## config.mk

```make
export PLATFORM = sky130hd
export DESIGN_NAME = reload_decrementer_flat
export DESIGN_NICKNAME = d
export VERILOG_FILES = /design/src/rtl/reload_decrementer_pkg.sv /design/src/rtl/reload_decrementer_if.sv /design/src/rtl/reload_decrementer_step_sub.sv /design/src/rtl/reload_decrementer.sv /design/src/flat_wrapper.sv
export SDC_FILE = /design/constraint.sdc
export NUM_CORES = 1
export LEC_CHECK = 0
export ABC_AREA = 1
export CAP_MARGIN = 20
export CORE_UTILIZATION = 35
export DETAILED_ROUTE_END_ITERATION = 16
export GPL_TIMING_DRIVEN = 0
export PLACE_DENSITY_LB_ADDON = 0.1
export SLEW_MARGIN = 10
export SYNTH_ARGS = -nofsm -noshare
export SYNTH_HDL_FRONTEND = slang
export SYNTH_SLANG_ARGS = --single-unit
```

## constraint.sdc

```tcl
create_clock -name clk -period 2.8 [get_ports clk]
set_input_delay 0.42 -clock clk [delete_from_list [all_inputs] [get_ports clk]]
set_output_delay 0.42 -clock clk [all_outputs]
set_load 0.05 [all_outputs]
```

## src/rtl/reload_decrementer_pkg.sv

```systemverilog
// Shared state encodings and the saturating event-counter helper for the
// reload_decrementer timer.
package decrementer_pkg;

    typedef enum logic [1:0] {
        ST_IDLE = 2'd0,
        ST_RUN  = 2'd1,
        ST_DONE = 2'd2
    } state_e;

    // Increment that sticks at max_v instead of wrapping.
    function automatic logic [31:0] evt_sat_inc(input logic [31:0] v, input logic [31:0] max_v);
        logic [31:0] r;
        if (v >= max_v) begin
            r = max_v;
        end else begin
            r = v + 32'd1;
        end
        return r;
    endfunction

endpackage

```

## src/rtl/reload_decrementer_if.sv

```systemverilog
// Control/status bundle of the reload_decrementer timer; the master drives
// the controls, the slave (the timer) drives the status.
interface reload_decrementer_if #(
    parameter int WIDTH  = 8,
    parameter int STEP_W = 4,
    parameter int EVT_W  = 4
);
    logic              load;
    logic [WIDTH-1:0]  load_value;
    logic              start;
    logic              stop;
    logic              decrement;
    logic [STEP_W-1:0] step;
    logic              auto_reload;
    logic              tc_clear;
    logic [WIDTH-1:0]  count;
    logic              busy;
    logic              tc_pulse;
    logic              tc_sticky;
    logic [EVT_W-1:0]  evt_count;

    modport master (
        output load, load_value, start, stop, decrement, step, auto_reload, tc_clear,
        input  count, busy, tc_pulse, tc_sticky, evt_count
    );

    modport slave (
        input  load, load_value, start, stop, decrement, step, auto_reload, tc_clear,
        output count, busy, tc_pulse, tc_sticky, evt_count
    );
endinterface

```

## src/rtl/reload_decrementer_step_sub.sv

```systemverilog
// Combinational step subtractor: difference and "would reach or pass zero" flag.
module step_sub #(
    parameter int WIDTH  = 8,
    parameter int STEP_W = 4
) (
    input  logic [WIDTH-1:0]  count,
    input  logic [STEP_W-1:0] step,
    output logic [WIDTH-1:0]  diff,
    output logic              term
);
    logic [WIDTH-1:0] step_ext_s;

    assign step_ext_s = WIDTH'(step);
    assign diff       = count - step_ext_s;
    assign term       = (count <= step_ext_s);
endmodule

```

## src/rtl/reload_decrementer.sv

```systemverilog
// Programmable down-counting timer with one-shot/auto-reload modes, a
// terminal-count pulse, sticky flag and saturating event counter.
module reload_decrementer
    import decrementer_pkg::*;
#(
    parameter int WIDTH  = 8,
    parameter int STEP_W = 4,
    parameter int EVT_W  = 4
) (
    input logic                clk,
    input logic                reset,
    reload_decrementer_if.slave bus
);
    localparam logic [31:0] EVT_MAX = (32'd1 << EVT_W) - 32'd1;

    state_e            state_r, state_next_s;
    logic [WIDTH-1:0]  count_r, count_next_s;
    logic [WIDTH-1:0]  reload_r, reload_next_s;
    logic              pulse_r;
    logic              sticky_r;
    logic [EVT_W-1:0]  evt_r;
    logic [EVT_W-1:0]  evt_inc_s;
    logic [WIDTH-1:0]  diff_s;
    logic              term_s;
    logic              event_s;

    step_sub #(.WIDTH(WIDTH), .STEP_W(STEP_W)) u_step_sub (
        .count (count_r),
        .step  (bus.step),
        .diff  (diff_s),
        .term  (term_s)
    );

    assign evt_inc_s     = EVT_W'(evt_sat_inc(32'(evt_r), EVT_MAX));
    assign bus.count     = count_r;
    assign bus.busy      = (state_r == ST_RUN);
    assign bus.tc_pulse  = pulse_r;
    assign bus.tc_sticky = sticky_r;
    assign bus.evt_count = evt_r;

    // Next-state logic; load > stop > start > decrement.
    always_comb begin
        state_next_s  = state_r;
        count_next_s  = count_r;
        reload_next_s = reload_r;
        event_s       = 1'b0;
        if (bus.load) begin
            count_next_s  = bus.load_value;
            reload_next_s = bus.load_value;
            state_next_s  = ST_IDLE;
        end else if (bus.stop) begin
            if (state_r == ST_RUN) begin
                state_next_s = ST_IDLE;
            end else begin
                state_next_s = state_r;
            end
        end else if (bus.start) begin
            case (state_r)
                ST_IDLE: state_next_s = ST_RUN;
                ST_RUN:  state_next_s = ST_RUN;
                ST_DONE: begin
                    state_next_s = ST_RUN;
                    count_next_s = reload_r;
                end
                default: state_next_s = ST_IDLE;
            endcase
        end else if (bus.decrement && (state_r == ST_RUN) && (bus.step != {STEP_W{1'b0}})) begin
            if (term_s) begin
                // Terminal count never wraps below zero; mode is sampled here.
                event_s = 1'b1;
                if (bus.auto_reload) begin
                    count_next_s = reload_r;
                end else begin
                    count_next_s = {WIDTH{1'b0}};
                    state_next_s = ST_DONE;
                end
            end else begin
                count_next_s = diff_s;
            end
        end else begin
            state_next_s = state_r;
        end
    end

    // State, count and reload registers.
    always_ff @(posedge clk or negedge reset) begin
        if (!reset) begin
            state_r  <= ST_IDLE;
            count_r  <= {WIDTH{1'b0}};
            reload_r <= {WIDTH{1'b0}};
        end else begin
            state_r  <= state_next_s;
            count_r  <= count_next_s;
            reload_r <= reload_next_s;
        end
    end

    // Terminal-event status; a coincident event beats tc_clear.
    always_ff @(posedge clk or negedge reset) begin
        if (!reset) begin
            pulse_r  <= 1'b0;
            sticky_r <= 1'b0;
            evt_r    <= {EVT_W{1'b0}};
        end else begin
            pulse_r <= event_s;
            if (event_s) begin
                sticky_r <= 1'b1;
                evt_r    <= bus.tc_clear ? EVT_W'(32'd1) : evt_inc_s;
            end else if (bus.tc_clear) begin
                sticky_r <= 1'b0;
                evt_r    <= {EVT_W{1'b0}};
            end else begin
                sticky_r <= sticky_r;
                evt_r    <= evt_r;
            end
        end
    end
endmodule
```

## src/flat_wrapper.sv

```systemverilog
// flat-port wrapper written by rule: the top's interface ports become plain ports
module reload_decrementer_flat import decrementer_pkg::*;
#(
    parameter int WIDTH  = 8,
    parameter int STEP_W = 4,
    parameter int EVT_W  = 4
)
  (clk, reset, bus_load, bus_load_value, bus_start, bus_stop, bus_decrement, bus_step, bus_auto_reload, bus_tc_clear, bus_count, bus_busy, bus_tc_pulse, bus_tc_sticky, bus_evt_count);
  reload_decrementer_if #(.WIDTH(WIDTH), .STEP_W(STEP_W), .EVT_W(EVT_W)) bus_i ();
  input logic clk;
  input logic reset;
  input wire logic [$bits(bus_i.load)-1:0] bus_load;
  input wire logic [$bits(bus_i.load_value)-1:0] bus_load_value;
  input wire logic [$bits(bus_i.start)-1:0] bus_start;
  input wire logic [$bits(bus_i.stop)-1:0] bus_stop;
  input wire logic [$bits(bus_i.decrement)-1:0] bus_decrement;
  input wire logic [$bits(bus_i.step)-1:0] bus_step;
  input wire logic [$bits(bus_i.auto_reload)-1:0] bus_auto_reload;
  input wire logic [$bits(bus_i.tc_clear)-1:0] bus_tc_clear;
  output wire logic [$bits(bus_i.count)-1:0] bus_count;
  output wire logic [$bits(bus_i.busy)-1:0] bus_busy;
  output wire logic [$bits(bus_i.tc_pulse)-1:0] bus_tc_pulse;
  output wire logic [$bits(bus_i.tc_sticky)-1:0] bus_tc_sticky;
  output wire logic [$bits(bus_i.evt_count)-1:0] bus_evt_count;
  assign bus_i.load = bus_load;
  assign bus_i.load_value = bus_load_value;
  assign bus_i.start = bus_start;
  assign bus_i.stop = bus_stop;
  assign bus_i.decrement = bus_decrement;
  assign bus_i.step = bus_step;
  assign bus_i.auto_reload = bus_auto_reload;
  assign bus_i.tc_clear = bus_tc_clear;
  assign bus_count = bus_i.count;
  assign bus_busy = bus_i.busy;
  assign bus_tc_pulse = bus_i.tc_pulse;
  assign bus_tc_sticky = bus_i.tc_sticky;
  assign bus_evt_count = bus_i.evt_count;
  reload_decrementer #(.WIDTH(WIDTH), .STEP_W(STEP_W), .EVT_W(EVT_W)) u_core (.clk(clk), .reset(reset), .bus(bus_i));
endmodule
```

==> qor.txt <==
status = finished clean
Post-Syn Area per Cell = 6.927 um^2
Yosys cell types = 31
crit path time final = 2.175 ns
Max FO, Critical Path = 10
FFs w/ async S/R, synth = 1.000
Setup CP Type = in2reg
total iterations of the first detailed-routing run = 4
detailed placer's ending HPWL = 3013 um
worst slew pin tran = 0.5879 ns
largest net degree at the start of global routing = 16
H-tree depth = 1
Core ar. = 4692 um^2
area grow syn2layout = 27.39%
clk root buf = clkbuf_8
cts bufs inserted = 3
Worst Skew = 0.004294 ns
Total Nets Final = 311
placed insts = 334
fin cells = 337
final wirelength = 3801 um
cell row count = 25
Max IR drop VDD = 0.0001576 V
post-cts gate resize count = 0
CP Launch Type = primary input
Residual DRC = 0
EDFF count, synth = 0
Initial Utilization = 0.3632
Synth Net Count = 272
setup TNS = 0 ns
Slowest cell on crit path = clkdlybuf4s50_1
area leader, netlist = dfrtp_1
Multi-input gate area = 950.9 um^2
Rel. slew slack = 0.6069
Min-Delay Path Class = reg2reg
Lkg Pwr = 1.145 nW
DIE WIDTH = 71.78 um
DIE HEIGHT = 71.78 um
CP Data Required Time = 2.96 ns
postcts setup bufs = 0
Vias = 1575
hold slack = 0.4929 ns
fmax = 459.7 MHz
Ys Warns = 0
Hold Buf Count CTS = 0
flops & latches, synth = 24
Buffers on Ports = 33
Max-cap violations = 0
Pins Over Slew Limit = 0
crit path cell chain = clkdlybuf4s50_1 > ha_1 > inv_1 > fa_1 > nand3_1 > nand3_2 > nand2_4 > nand2_8 > inv_6 > nand2_4 > o21ai_0 > nor2_1
register area = 600.6 um^2
main area contributors after synthesis = dfrtp_1 35%, nand2_1 22%, nor2_1 6.4%
most frequent cell after synthesis = nand2_1
Longest Clk Path Bufs = 2
clk sinks = 24
worst skew pair latency = 0.26 ns
Worst path max stage delay = 0.49 ns
initial antenna violation count = 0
Boundary Pins = 35
GRT overflow = 0
post-route clock period utilization = 0.7768
FILL cells = 507
post-synth top area share = 0.3524
first-pass GRT wire length = 6555 um
cell area after synthesis = 1704 um^2
Critical Path Sink Type = flop
die footprint = 5152 um^2
Fin. Hold Viols = 0
n_diodes = 0
Reg clk slew, reported paths = 0.08 ns
P per Cell Area = 528.7 nW/um^2
GRT Util Overall = 0.1594
routed len/inst = 11.28 um
Most used DFF post-synth = dfrtp_1
RSZ-0062 raised after global routing = false
TritonCTS clock tree = done
Routed Antenna Nets = 0
most frequent cells after synthesis = 98 x nand2_1, 29 x nor2_1, 27 x inv_1, 24 x dfrtp_1, 19 x nand3_1
register area share after synthesis = 0.3524
gpl congestion = 0.7269
vias in the first global route = 1467
ratio of cells with drive above 1 in the final layout = 0.1095
critical path arrival = 2.33 ns
DRT iter0 DRCs = 78
crit-path most repeated cell = nand2_4
final setup fails = 0
Via density = 4.674
synthesized instance count = 246
[cell usage in the layout, fill, tap and decap left out]
cell,instances
nor2_1,29
nand2_8,1
nor2_8,1
a21oi_1,1
buf_16,1
o21ai_0,3
inv_1,27
dfrtp_1,24
nand3_2,1
clkbuf_8,3
buf_2,1
o21ai_2,1
nand2_4,2
nand4_1,5
inv_6,1
buf_1,1
nand3b_1,3
nor2_4,2
nand2_2,4
nor3_1,2
inv_2,4
nor3_2,1
clkdlybuf4s50_1,33
nand4_2,1
nor2_2,2
buf_6,1
buf_4,1
nand2_1,98
ha_1,5
nand3_4,2
or2_2,1
nand3_1,19
a22oi_1,1
fa_1,1
[power breakdown]
part           internal [mW]  switching (mW)  total (mW)
Clock                 0.0961           0.110       0.206
Combinational          0.188           0.336       0.523
Sequential             0.382          0.0363       0.418
[state kept, by name, summed over array words and instances (netlist names)]
name	flops
u_core.reload_r	8
u_core.state_r	2
u_core.bus.evt_count	4
u_core.bus.tc_pulse	1
u_core.bus.tc_sticky	1
u_core.bus.count	8
[per-stage QoR]
step / util / power, mW / setup WS, ns / instance area [um^2]
after global routing: 0.4627 / 1.236 / 0.4938 / 2171
final: 0.4627 / 1.148 / 0.6249 / 2171
after detailed placement: 0.4539 / 0.9537 / 0.3066 / 2130
after CTS: 0.4627 / 1.162 / 0.5965 / 2171
after floorplan: - / 0.7951 / 0.7483 / 1704
after global placement: 0.4480 / 0.9458 / 0.3349 / 2102
[cell type report]
type | count | area share
Buffer | 4 | 0.01268
Multi-Input combinational cell | 186 | 0.4380
Sequential cell | 24 | 0.2767
Inverter | 32 | 0.05764
Timing Repair Buffer | 34 | 0.1648
Clock buffer | 3 | 0.01902
Tap cell | 54 | 0.03112
[cell families (layout without fill, tap and decap cells)]
group	count (synthesis)	in the layout	share of synthesized area
AO/OA/AOI/OAI	6	6	0.02129
adder cells (fa/ha/maj)	6	6	0.04846
buffers and inverters	36	73	0.08957
flip-flops	24	24	0.3524
AND/OR/NAND/NOR	174	174	0.4882
[critical path: cells and delay by family]
family,cells,cell delay (ns)
simple gates,6,0.58
compound gates,1,0.16
fa+ha+maj,2,0.53
buf+inv,3,0.62
[metal layers]
metal  global-route usage  vias to the layer above  routed length, um  share of wire
met5                    0                        -                  0              0
met4              0.03922                        0                 26         0.0068
met3              0.02110                        2                134          0.035
met2               0.2704                       31               1753           0.46
met1               0.2154                      706               1886           0.50
li1                     -                      836                  -              -
[worst paths after layout]
check	depth (start not counted)	end	start	slack, ns
min reg2reg	2	u_core.bus.tc_sticky	u_core.bus.tc_sticky	0.49
min in group asynchronous	1	u_core.bus.count[7]	reset	0.52
max reg2reg	12	u_core.bus.evt_count[2]	u_core.bus.count[0]	0.82
max in group asynchronous	2	u_core.reload_r[2]	reset	1.79
min	2	u_core.bus.tc_sticky	u_core.bus.tc_sticky	0.49
max	12	u_core.bus.evt_count[2]	bus_step[0]	0.62
No activity file was read; power rests on OpenSTA's default activity.
